===== src/rtl/ihp13_sram_bist_ctrl_if.sv =====
// ihp13_sram_bist_ctrl_if
// BIST port bundle between the March C- controller and an IHP SG13 single-port SRAM macro.
//   bist_en   -> A_BIST_EN    selects the BIST port of the macro
//   bist_men  -> A_BIST_MEN   memory enable
//   bist_wen  -> A_BIST_WEN   write enable
//   bist_ren  -> A_BIST_REN   read enable
//   bist_addr -> A_BIST_ADDR  word address
//   bist_din  -> A_BIST_DIN   write data
//   bist_bm   -> A_BIST_BM    bit mask
//   dout      <- A_DOUT       read data, one cycle after the read
// master: controller side; slave: macro side.
interface ihp13_sram_bist_ctrl_if #(
   parameter int unsigned AddrWidth = 8,
   parameter int unsigned DataWidth = 64
);
   logic                 bist_en;
   logic                 bist_men;
   logic                 bist_wen;
   logic                 bist_ren;
   logic [AddrWidth-1:0] bist_addr;
   logic [DataWidth-1:0] bist_din;
   logic [DataWidth-1:0] bist_bm;
   logic [DataWidth-1:0] dout;

   modport master (
      output bist_en, bist_men, bist_wen, bist_ren, bist_addr, bist_din, bist_bm,
      input  dout
   );

   modport slave (
      input  bist_en, bist_men, bist_wen, bist_ren, bist_addr, bist_din, bist_bm,
      output dout
   );
endinterface


===== src/rtl/ihp13_sram_bist_ctrl.sv =====
// ihp13_sram_bist_ctrl
// March C- self-test controller for an IHP SG13 single-port SRAM macro. Runs
//   E0 up(w0), E1 up(r0,w1), E2 up(r1,w0), E3 down(r0,w1), E4 down(r1,w0), E5 up(r0)
// with one operation per cycle and checks every read one cycle later.
// Ports:
//   clk_i        clock (also the macro BIST clock)
//   rst_i        synchronous active-high reset
//   start_i      start request, honoured in IDLE or DONE
//   busy_o       test in progress (RUN and DRAIN)
//   done_o       test finished, results valid
//   pass_o       no mismatch seen, only driven in DONE
//   err_cnt_o    saturating mismatch counter
//   fail_addr_o  address of the first mismatch
//   fail_elem_o  March element of the first mismatch
//   bist         macro BIST port (master side)
module ihp13_sram_bist_ctrl #(
   parameter int unsigned NumWords    = 256,
   parameter int unsigned DataWidth   = 64,
   parameter int unsigned AddrWidth   = $clog2(NumWords),
   parameter int unsigned ErrCntWidth = 16
) (
   input  logic                   clk_i,
   input  logic                   rst_i,
   input  logic                   start_i,
   output logic                   busy_o,
   output logic                   done_o,
   output logic                   pass_o,
   output logic [ErrCntWidth-1:0] err_cnt_o,
   output logic [AddrWidth-1:0]   fail_addr_o,
   output logic [2:0]             fail_elem_o,
   ihp13_sram_bist_ctrl_if.master bist
);

   localparam logic [1:0] StIdle  = 2'd0;
   localparam logic [1:0] StRun   = 2'd1;
   localparam logic [1:0] StDrain = 2'd2;
   localparam logic [1:0] StDone  = 2'd3;

   localparam logic [AddrWidth-1:0] AddrMax = AddrWidth'(NumWords - 1);

   logic [1:0]             state_q, state_d;
   logic [2:0]             elem_q, elem_d;
   logic [AddrWidth-1:0]   addr_q, addr_d;
   // 0: first (or only) operation of an element at this address, 1: the write of a r/w pair
   logic                   phase_q, phase_d;

   // Read check pipeline: what the read issued last cycle should return
   logic                   chk_vld_q, chk_vld_d;
   logic                   chk_exp_q, chk_exp_d;
   logic [2:0]             chk_elem_q, chk_elem_d;
   logic [AddrWidth-1:0]   chk_addr_q, chk_addr_d;

   logic [ErrCntWidth-1:0] err_cnt_q, err_cnt_d;
   logic [AddrWidth-1:0]   fail_addr_q, fail_addr_d;
   logic [2:0]             fail_elem_q, fail_elem_d;
   logic                   first_fail_q, first_fail_d;

   logic two_op, elem_down, op_write, op_val, addr_last, mismatch, in_run;

   // Current operation decode
   always_comb begin
      two_op    = (elem_q != 3'd0) && (elem_q != 3'd5);
      elem_down = (elem_q == 3'd3) || (elem_q == 3'd4);
      op_write  = (elem_q == 3'd0) || phase_q;
      op_val    = 1'b0;
      if (op_write) begin
         op_val = (elem_q == 3'd1) || (elem_q == 3'd3);  // w1 elements
      end else begin
         op_val = (elem_q == 3'd2) || (elem_q == 3'd4);  // r1 elements
      end
      addr_last = elem_down ? (addr_q == '0) : (addr_q == AddrMax);
   end

   assign mismatch = chk_vld_q && (bist.dout != {DataWidth{chk_exp_q}});

   always_comb begin
      state_d      = state_q;
      elem_d       = elem_q;
      addr_d       = addr_q;
      phase_d      = phase_q;
      chk_vld_d    = 1'b0;
      chk_exp_d    = chk_exp_q;
      chk_elem_d   = chk_elem_q;
      chk_addr_d   = chk_addr_q;
      err_cnt_d    = err_cnt_q;
      fail_addr_d  = fail_addr_q;
      fail_elem_d  = fail_elem_q;
      first_fail_d = first_fail_q;

      case (state_q)
         StIdle, StDone: begin
            if (start_i) begin
               state_d      = StRun;
               elem_d       = 3'd0;
               addr_d       = '0;
               phase_d      = 1'b0;
               err_cnt_d    = '0;
               fail_addr_d  = '0;
               fail_elem_d  = 3'd0;
               first_fail_d = 1'b0;
            end
         end
         StRun: begin
            if (!op_write) begin
               chk_vld_d  = 1'b1;
               chk_exp_d  = op_val;
               chk_elem_d = elem_q;
               chk_addr_d = addr_q;
            end
            if (two_op && !phase_q) begin
               phase_d = 1'b1;
            end else begin
               phase_d = 1'b0;
               if (!addr_last) begin
                  addr_d = elem_down ? addr_q - 1'b1 : addr_q + 1'b1;
               end else if (elem_q == 3'd5) begin
                  state_d = StDrain;
               end else begin
                  elem_d = elem_q + 3'd1;
                  // E3 and E4 run downwards, so they start from the top address
                  addr_d = ((elem_q == 3'd2) || (elem_q == 3'd3)) ? AddrMax : '0;
               end
            end
         end
         StDrain: state_d = StDone;
         default: state_d = StIdle;
      endcase

      // chk_vld_q is only ever set in RUN, so this cannot collide with the clear on start
      if (mismatch) begin
         if (err_cnt_q != '1) begin
            err_cnt_d = err_cnt_q + 1'b1;
         end
         if (!first_fail_q) begin
            first_fail_d = 1'b1;
            fail_addr_d  = chk_addr_q;
            fail_elem_d  = chk_elem_q;
         end
      end
   end

   always_ff @(posedge clk_i) begin
      if (rst_i) begin
         state_q      <= StIdle;
         elem_q       <= 3'd0;
         addr_q       <= '0;
         phase_q      <= 1'b0;
         chk_vld_q    <= 1'b0;
         chk_exp_q    <= 1'b0;
         chk_elem_q   <= 3'd0;
         chk_addr_q   <= '0;
         err_cnt_q    <= '0;
         fail_addr_q  <= '0;
         fail_elem_q  <= 3'd0;
         first_fail_q <= 1'b0;
      end else begin
         state_q      <= state_d;
         elem_q       <= elem_d;
         addr_q       <= addr_d;
         phase_q      <= phase_d;
         chk_vld_q    <= chk_vld_d;
         chk_exp_q    <= chk_exp_d;
         chk_elem_q   <= chk_elem_d;
         chk_addr_q   <= chk_addr_d;
         err_cnt_q    <= err_cnt_d;
         fail_addr_q  <= fail_addr_d;
         fail_elem_q  <= fail_elem_d;
         first_fail_q <= first_fail_d;
      end
   end

   assign in_run      = (state_q == StRun);
   assign busy_o      = in_run || (state_q == StDrain);
   assign done_o      = (state_q == StDone);
   assign pass_o      = done_o && (err_cnt_q == '0);
   assign err_cnt_o   = err_cnt_q;
   assign fail_addr_o = fail_addr_q;
   assign fail_elem_o = fail_elem_q;

   assign bist.bist_en   = busy_o;
   assign bist.bist_men  = in_run;
   assign bist.bist_wen  = in_run && op_write;
   assign bist.bist_ren  = in_run && !op_write;
   assign bist.bist_addr = in_run ? addr_q : '0;
   assign bist.bist_din  = (in_run && op_write) ? {DataWidth{op_val}} : '0;
   assign bist.bist_bm   = in_run ? {DataWidth{1'b1}} : '0;

endmodule


===== src/flat_wrapper.sv =====
// flat-port wrapper written by rule: the top's interface ports become plain ports
module ihp13_sram_bist_ctrl_flat 
#(
   parameter int unsigned NumWords    = 256,
   parameter int unsigned DataWidth   = 64,
   parameter int unsigned AddrWidth   = $clog2(NumWords),
   parameter int unsigned ErrCntWidth = 16
)
  (clk_i, rst_i, start_i, busy_o, done_o, pass_o, err_cnt_o, fail_addr_o, fail_elem_o, bist_bist_en, bist_bist_men, bist_bist_wen, bist_bist_ren, bist_bist_addr, bist_bist_din, bist_bist_bm, bist_dout);
  ihp13_sram_bist_ctrl_if #(.AddrWidth(AddrWidth), .DataWidth(DataWidth)) bist_i ();
  input  logic clk_i;
  input  logic rst_i;
  input  logic start_i;
  output logic busy_o;
  output logic done_o;
  output logic pass_o;
  output logic [ErrCntWidth-1:0] err_cnt_o;
  output logic [AddrWidth-1:0] fail_addr_o;
  output logic [2:0] fail_elem_o;
  output wire logic [$bits(bist_i.bist_en)-1:0] bist_bist_en;
  output wire logic [$bits(bist_i.bist_men)-1:0] bist_bist_men;
  output wire logic [$bits(bist_i.bist_wen)-1:0] bist_bist_wen;
  output wire logic [$bits(bist_i.bist_ren)-1:0] bist_bist_ren;
  output wire logic [$bits(bist_i.bist_addr)-1:0] bist_bist_addr;
  output wire logic [$bits(bist_i.bist_din)-1:0] bist_bist_din;
  output wire logic [$bits(bist_i.bist_bm)-1:0] bist_bist_bm;
  input wire logic [$bits(bist_i.dout)-1:0] bist_dout;
  assign bist_bist_en = bist_i.bist_en;
  assign bist_bist_men = bist_i.bist_men;
  assign bist_bist_wen = bist_i.bist_wen;
  assign bist_bist_ren = bist_i.bist_ren;
  assign bist_bist_addr = bist_i.bist_addr;
  assign bist_bist_din = bist_i.bist_din;
  assign bist_bist_bm = bist_i.bist_bm;
  assign bist_i.dout = bist_dout;
  ihp13_sram_bist_ctrl #(.NumWords(NumWords), .DataWidth(DataWidth), .AddrWidth(AddrWidth), .ErrCntWidth(ErrCntWidth)) u_core (.clk_i(clk_i), .rst_i(rst_i), .start_i(start_i), .busy_o(busy_o), .done_o(done_o), .pass_o(pass_o), .err_cnt_o(err_cnt_o), .fail_addr_o(fail_addr_o), .fail_elem_o(fail_elem_o), .bist(bist_i));
endmodule

===== config.mk =====
export PLATFORM = sky130hd
export DESIGN_NAME = ihp13_sram_bist_ctrl_flat
export DESIGN_NICKNAME = d
export VERILOG_FILES = /design/src/rtl/ihp13_sram_bist_ctrl_if.sv /design/src/rtl/ihp13_sram_bist_ctrl.sv /design/src/flat_wrapper.sv
export SDC_FILE = /design/constraint.sdc
export NUM_CORES = 1
export LEC_CHECK = 0
export CAP_MARGIN = 20
export CELL_PAD_IN_SITES_DETAIL_PLACEMENT = 0
export CELL_PAD_IN_SITES_GLOBAL_PLACEMENT = 1
export CORE_AREA = 4 4 127 129
export CTS_CLUSTER_DIAMETER = 200
export DETAILED_ROUTE_END_ITERATION = 10
export DIE_AREA = 0 0 131 133
export PLACE_DENSITY = 0.89
export SYNTH_ARGS = -nofsm -noshare
export SYNTH_HDL_FRONTEND = slang
export SYNTH_SLANG_ARGS = --single-unit

===== constraint.sdc =====
create_clock -name clk_i -period 17.6 [get_ports clk_i]
set_clock_uncertainty 0.05 [all_clocks]
set_input_delay 2.64 -clock clk_i [delete_from_list [all_inputs] [get_ports clk_i]]
set_output_delay 2.64 -clock clk_i [all_outputs]
set_load 0.02 [all_outputs]

# After elaboration in Yosys (flattened, before gate mapping)
# Cells that the tools add are included.
# totals
memories,0
mem_bits_ro,0
elab_cells,105
mem_bits_rw,0
output_inout_bits,170
register_bits,55
input_bits,67
latchBits,0
# classes
bitwise_logic,2
n_mux,42
n_div,0
shift,0
n_addsub,4
n_reduce_logical,27
magnitude_cmp,0
n_eq_ne,18
mul,0
# ops
op,n
two-way mux 64 bit,2
two-way mux 8 bit,11
two-way mux 16 bit,4
inequality test 64 bit,1
two-way mux 3 bit,8
"adder 16 x 1 -> 16 bit, second input constant",1
logical NOT 16 bit,1
"inequality test 16 bit, second input constant",1
one-hot mux 8 bit (2 select lines),1
two-way mux 1 bit,9
"adder 8 x 1 -> 8 bit, second input constant",1
"equality test 8 bit, second input constant",1
logical NOT 8 bit,1
two-way mux 2 bit,4
"inequality test 2 bit, second input constant",4
AND reduction 4 bit,2
"subtractor 8 x 1 -> 8 bit, second input constant",1
"equality test 3 x 2 -> 1 bit, second input constant",2
"equality test 3 bit, second input constant",2
logical AND 1 bit,6
logical OR 1 bit,6
"inequality test 3 bit, second input constant",2
one-hot mux 2 bit (3 select lines),1
one-hot mux 3 bit (2 select lines),1
15 further kinds,20

# Depth between registers and ports, before layout
# logic_depth
ltp_word,7
ltp_mapped,12

# Worst setup path after synthesis
# Ideal clock, no wire load.
# synth_path
kind,register to output
startpoint,register u_core.state_q[0]
endpoint,output port bist_bist_din[10]
n_path_buf,1
slack_ps,8017
stages_incl_launch_ff,5
arrival_ps,6893
cell_sequence,dfxtp_1 -> ha_1 -> clkinv_1 -> nor3_1 -> buf_4
# synth_between
elab_chain_cells,3
# synth_rtl
element,line,rtl
start: declaration,ihp13_sram_bist_ctrl.sv:41,"logic [1:0] state_q, state_d;"
start signal: assignment,ihp13_sram_bist_ctrl.sv:144,state_q <= StIdle;
start signal: assignment,ihp13_sram_bist_ctrl.sv:157,state_q <= state_d;
equality test 2 x 1 -> 1 bit,ihp13_sram_bist_ctrl.sv:172,assign in_run = (state_q == StRun);
named net bist_bist_men,flat_wrapper.sv:21,output wire logic [$bits(bist_i.bist_men)-1:0] bist_bist_men;
logical AND 1 bit,ihp13_sram_bist_ctrl.sv:185,assign bist.bist_din = (in_run && op_write) ? {DataWidth{op_val}} : '0;
two-way mux 64 bit,ihp13_sram_bist_ctrl.sv:185,
end: declaration,flat_wrapper.sv:25,output wire logic [$bits(bist_i.bist_din)-1:0] bist_bist_din;
# The timed path passes the listed nets, and every way through them passes these cells.

# Final worst setup path
# layout_path
startpoint,register u_core.state_q[0]
endpoint,output port bist_bist_din[1]
# layout_between
elab_chain_cells,3
# layout_rtl
element,line
equality test 2 x 1 -> 1 bit,ihp13_sram_bist_ctrl.sv:172
logical AND 1 bit,ihp13_sram_bist_ctrl.sv:185
two-way mux 64 bit,ihp13_sram_bist_ctrl.sv:185
# Every way passes these cells.

==> summary.md <==
| Metric | Value |
|---|---|
| Outcome | complete, no violations |
| Async SR Flop Fraction | 0% |
| Crit path required time | 14,910 ps |
| Cts repair resizes | 0 |
| Maximum VDD drop | 0.0927 mV |
| Crit-path max FO | 64 |
| FILL cells | ~1.5k |
| Worst-Margin Slew | slightly above 900 ps |
| Compound-Gate Fraction of Synth Area | ~15% |
| Die Area | 0.0174 mm^2 |
| Seq cells post-synth | 55 |
| Met1 Use GR | approximately 16% |
| Int Power | ~0.40 mW |
| Global-route wire length before repair | 17.8 mm |
| Top FF cell, synth | dfxtp_1 |
| Most frequent cells in the layout | clkdlybuf4s50_1 (236), nand2_1 (63), dfxtp_1 (55), nor2_1 (48), a21oi_1 (25) |
| Met2 Use GR | 21.7% |
| Reg area | 0.00110 mm^2 |
| Reg2reg end | u_core.addr_q[7] |
| Endpoint, Worst Hold | u_core.chk_addr_q[5] |
| Synth area leader | dfxtp_1 |
| Kind of critical path | flip-flop to output port |
| Die Ht | about 130 um |
| CP Data Arrival Time | around 2900 ps |
| Min cycle time layout | roughly 5600 ps |
| Post-layout nets | ~740 |
| R2R Setup Slk | approximately 14,000 ps |
| Sw Ratio | a little over two fifths |
| Clk sink count | between 50 and 60 |
| Vias per cell | 4.66 |
| Final wirelength | around 12 mm |
| Fmax achieved | 180 MHz |
| Startpoint Class | flip-flop |
| Slew Limit Fails | 0 |
| Clock buffer depth | 2 |
| DRT Pass-1 Iters | 4 |
| Hold Path Depth | 2 |
| Power per cell area | 115 mW/mm^2 |
| Yosys warns | 0 |
| Min-Delay Startpoint | u_core.chk_addr_q[5] |
| Post-Syn Nets | 640 |
| Clock share of power | approximately 17% |
| Remaining Overflow, GRT | 0 |
| Antenna Diode Count | 0 |
| DR iter-0 viols | 184 |
| Area delta synth->final | 41.3% |
| Final period util | between 30% and 40% |
| WL per Instance | around 14 um |
| Max-Cap Viols | 0 |
| Worst rel slew slack | approximately two fifths |
| Main combinational cell family by area after synthesis | buffers and inverters |
| Final setup vio count | 0 |
| Yosys cell types | 55 |
| Quantity of hold-fixing buffers added after cts | 0 |
| Postcts setup bufs | 0 |
| Sequential share of the synthesized area | roughly a quarter |
| Simple-gate area share of the yosys netlist | 25.1% |
| DR DRC count | 0 |
| Layout Cells excl Fill | between 800 and 900 |
| Final setup TNS | 0 ps |
| Skew-Pair Late Insertion Delay | 290 ps |
| Cells after Synth | 556 |
| DP Wirelength | 9.11 mm |
| Leakage | 2.11 nW |
| Vias in the first global route | ~3.4k |
| Commonest non-fill, non-tap cell in the layout | clkdlybuf4s50_1 |
| Sequential power share | between 10% and 20% |
| Core area | roughly 0.015 mm^2 |
| TritonCTS Buffers | 5 |
| Worst hold path class | flip-flop to flip-flop |
| Launching point of the worst reg2reg path | u_core.elem_q[0] |
| Clk pin slew, worst setup/hold paths | about 70 ps |
| Mapped Area | roughly 0.0043 mm^2 |
| Synth top area share | 25.7% |
| EDFF count, synth | 0 |
| Met3 global-route usage | under 10% |
| Placer Congestion | ~0.83 |
| Synth top area cells | dfxtp_1 (26%), buf_4 (23%), nand2_1 (5.5%) |
| Die width | between 100 and 150 um |
| Htree depth | 2 |
| Tot GR Track Use | 12.3% |
| Fin. Hold Viols | 0 |
| Area of the multi-input gates | about 0.0021 mm^2 |
| Port bufs | 236 |
| Post-DRT Antenna Nets | 0 |
| Cell Area, Placed | roughly 0.0058 mm^2 |
| Setup crit end kind | output port |
| CTS tree | built |
| Initial Utilization | around 28% |
| Synth Area in XOR/XNOR | approximately 1.2% |
| Antenna violations before repair | 0 |
| Comb power frac | approximately 64% |
| Cell count after placement | 836 |
| Multiplexer share of the synthesized area | 1.58% |
| Final Cell Area | between 0.006 and 0.007 mm^2 |
| Worst setup path startpoint | u_core.state_q[0] |
| Vias | approximately 4k |
| Layout cells sized above 1 | under 10% |
| Reg2Reg Depth | 11 |
| GRT Max-Usage Layer | met2 |
| I/O pin cnt | 237 |
| Cell Rows | 45 |
| Sw Pwr | 0.293 mW |
| RSZ-0062 raised after global routing | false |
| Syn avg cell area | roughly 7.7 um^2 |
| Largest net degree at the start of global routing | 75 |
| Adder-Cell Fraction of Synth Area | 5.15% |
| Root buffer cell | clkbuf_16 |
-- worst max-delay path by stage --
stage,to,slack (ps),cells past startpoint
global placement,bist_bist_din[32],11510,6
CTS,bist_bist_din[39],11050,5
finish,bist_bist_din[1],12040,5
detailed placement,bist_bist_din[39],11370,5
floorplan,bist_bist_din[10],8020,4
global route,u_core.err_cnt_o[13],11840,8
-- synthesized netlist by cell type, types with 4 or more instances --
master / n
xnor2_1: 5
o21ai_0: 21
nor2b_1: 4
buf_2: 5
buf_4: 129
a22o_1: 4
or4_1: 8
nor3_1: 16
a21oi_1: 25
nand4_1: 12
dfxtp_1: 55
clkbuf_1: 8
a211oi_1: 4
nand3_1: 17
and3_1: 5
nor4_1: 16
inv_1: 14
nor2_1: 48
nand2b_1: 4
a31o_2: 12
nand2_1: 63
o22ai_1: 4
ha_1: 16
or3_1: 8
and2_1: 6
-- area by class of cell --
cell class | count | area share (%)
clock buffer | 5 | 2.07
clock inverter | 3 | 0.828
inverter | 15 | 0.931
multi-input combinational | 339 | 34.2
sequential | 55 | 18.2
tap | 188 | 3.89
timing repair buffer | 241 | 39.9
-- power groups by stage --
stage	Combinational [mW]	Clock, mW	Sequential (mW)
floorplan	0.350	0	0.136
global placement	0.441	0	0.138
detailed placement	0.442	0	0.138
CTS	0.443	0.118	0.135
global route	0.468	0.124	0.136
finish	0.443	0.115	0.135
-- worst max-delay path, stage by stage, from the launching register on --
cell	delay, ps
dfxtp_1	390
ha_2	380
clkinv_1	370
nor3_2	260
buf_4	450
clkdlybuf4s50_1	710
-- cells by family (layout without fill, tap and decap cells) --
| group | count (synthesis) | after routing |
|---|---|---|
| compound gates | 92 | 92 |
| xor+xnor | 6 | 6 |
| fa+ha+maj | 17 | 17 |
| buf+inv | 162 | 264 |
| flops | 55 | 55 |
| mux | 6 | 6 |
| simple gates | 218 | 218 |
-- per-stage QoR --
stage               hold WS, ps  utilization (%)  setup WS (ps)  power (mW)
floorplan                   387                -           8020       0.486
global placement            398             38.9          11510       0.579
detailed placement          401             38.9          11370       0.580
CTS                         412             40.0          11050       0.696
global route                437             40.2          11840       0.727
finish                      409             40.2          12040       0.693
-- state kept, by name, indices dropped and copies added, names as in the netlist --
name / count
u_core.err_cnt_o: 16
u_core.state_q: 2
u_core.first_fail_q: 1
u_core.chk_addr_q: 8
u_core.phase_q: 1
u_core.chk_elem_q: 3
u_core.chk_vld_q: 1
u_core.fail_elem_o: 3
u_core.fail_addr_o: 8
u_core.chk_exp_q: 1
u_core.elem_q: 3
u_core.addr_q: 8
-- metal layers --
layer / routed length (um) / vias to the layer above / part of all wire, %
met4: 76 / 0 / 0.65
met1: 5020 / 1780 / 43
met2: 5790 / 143 / 49
met3: 824 / 4 / 7.0
met5: 0 / - / 0
li1: - / 2013 / -
No activity file was read; power rests on OpenSTA's default activity.
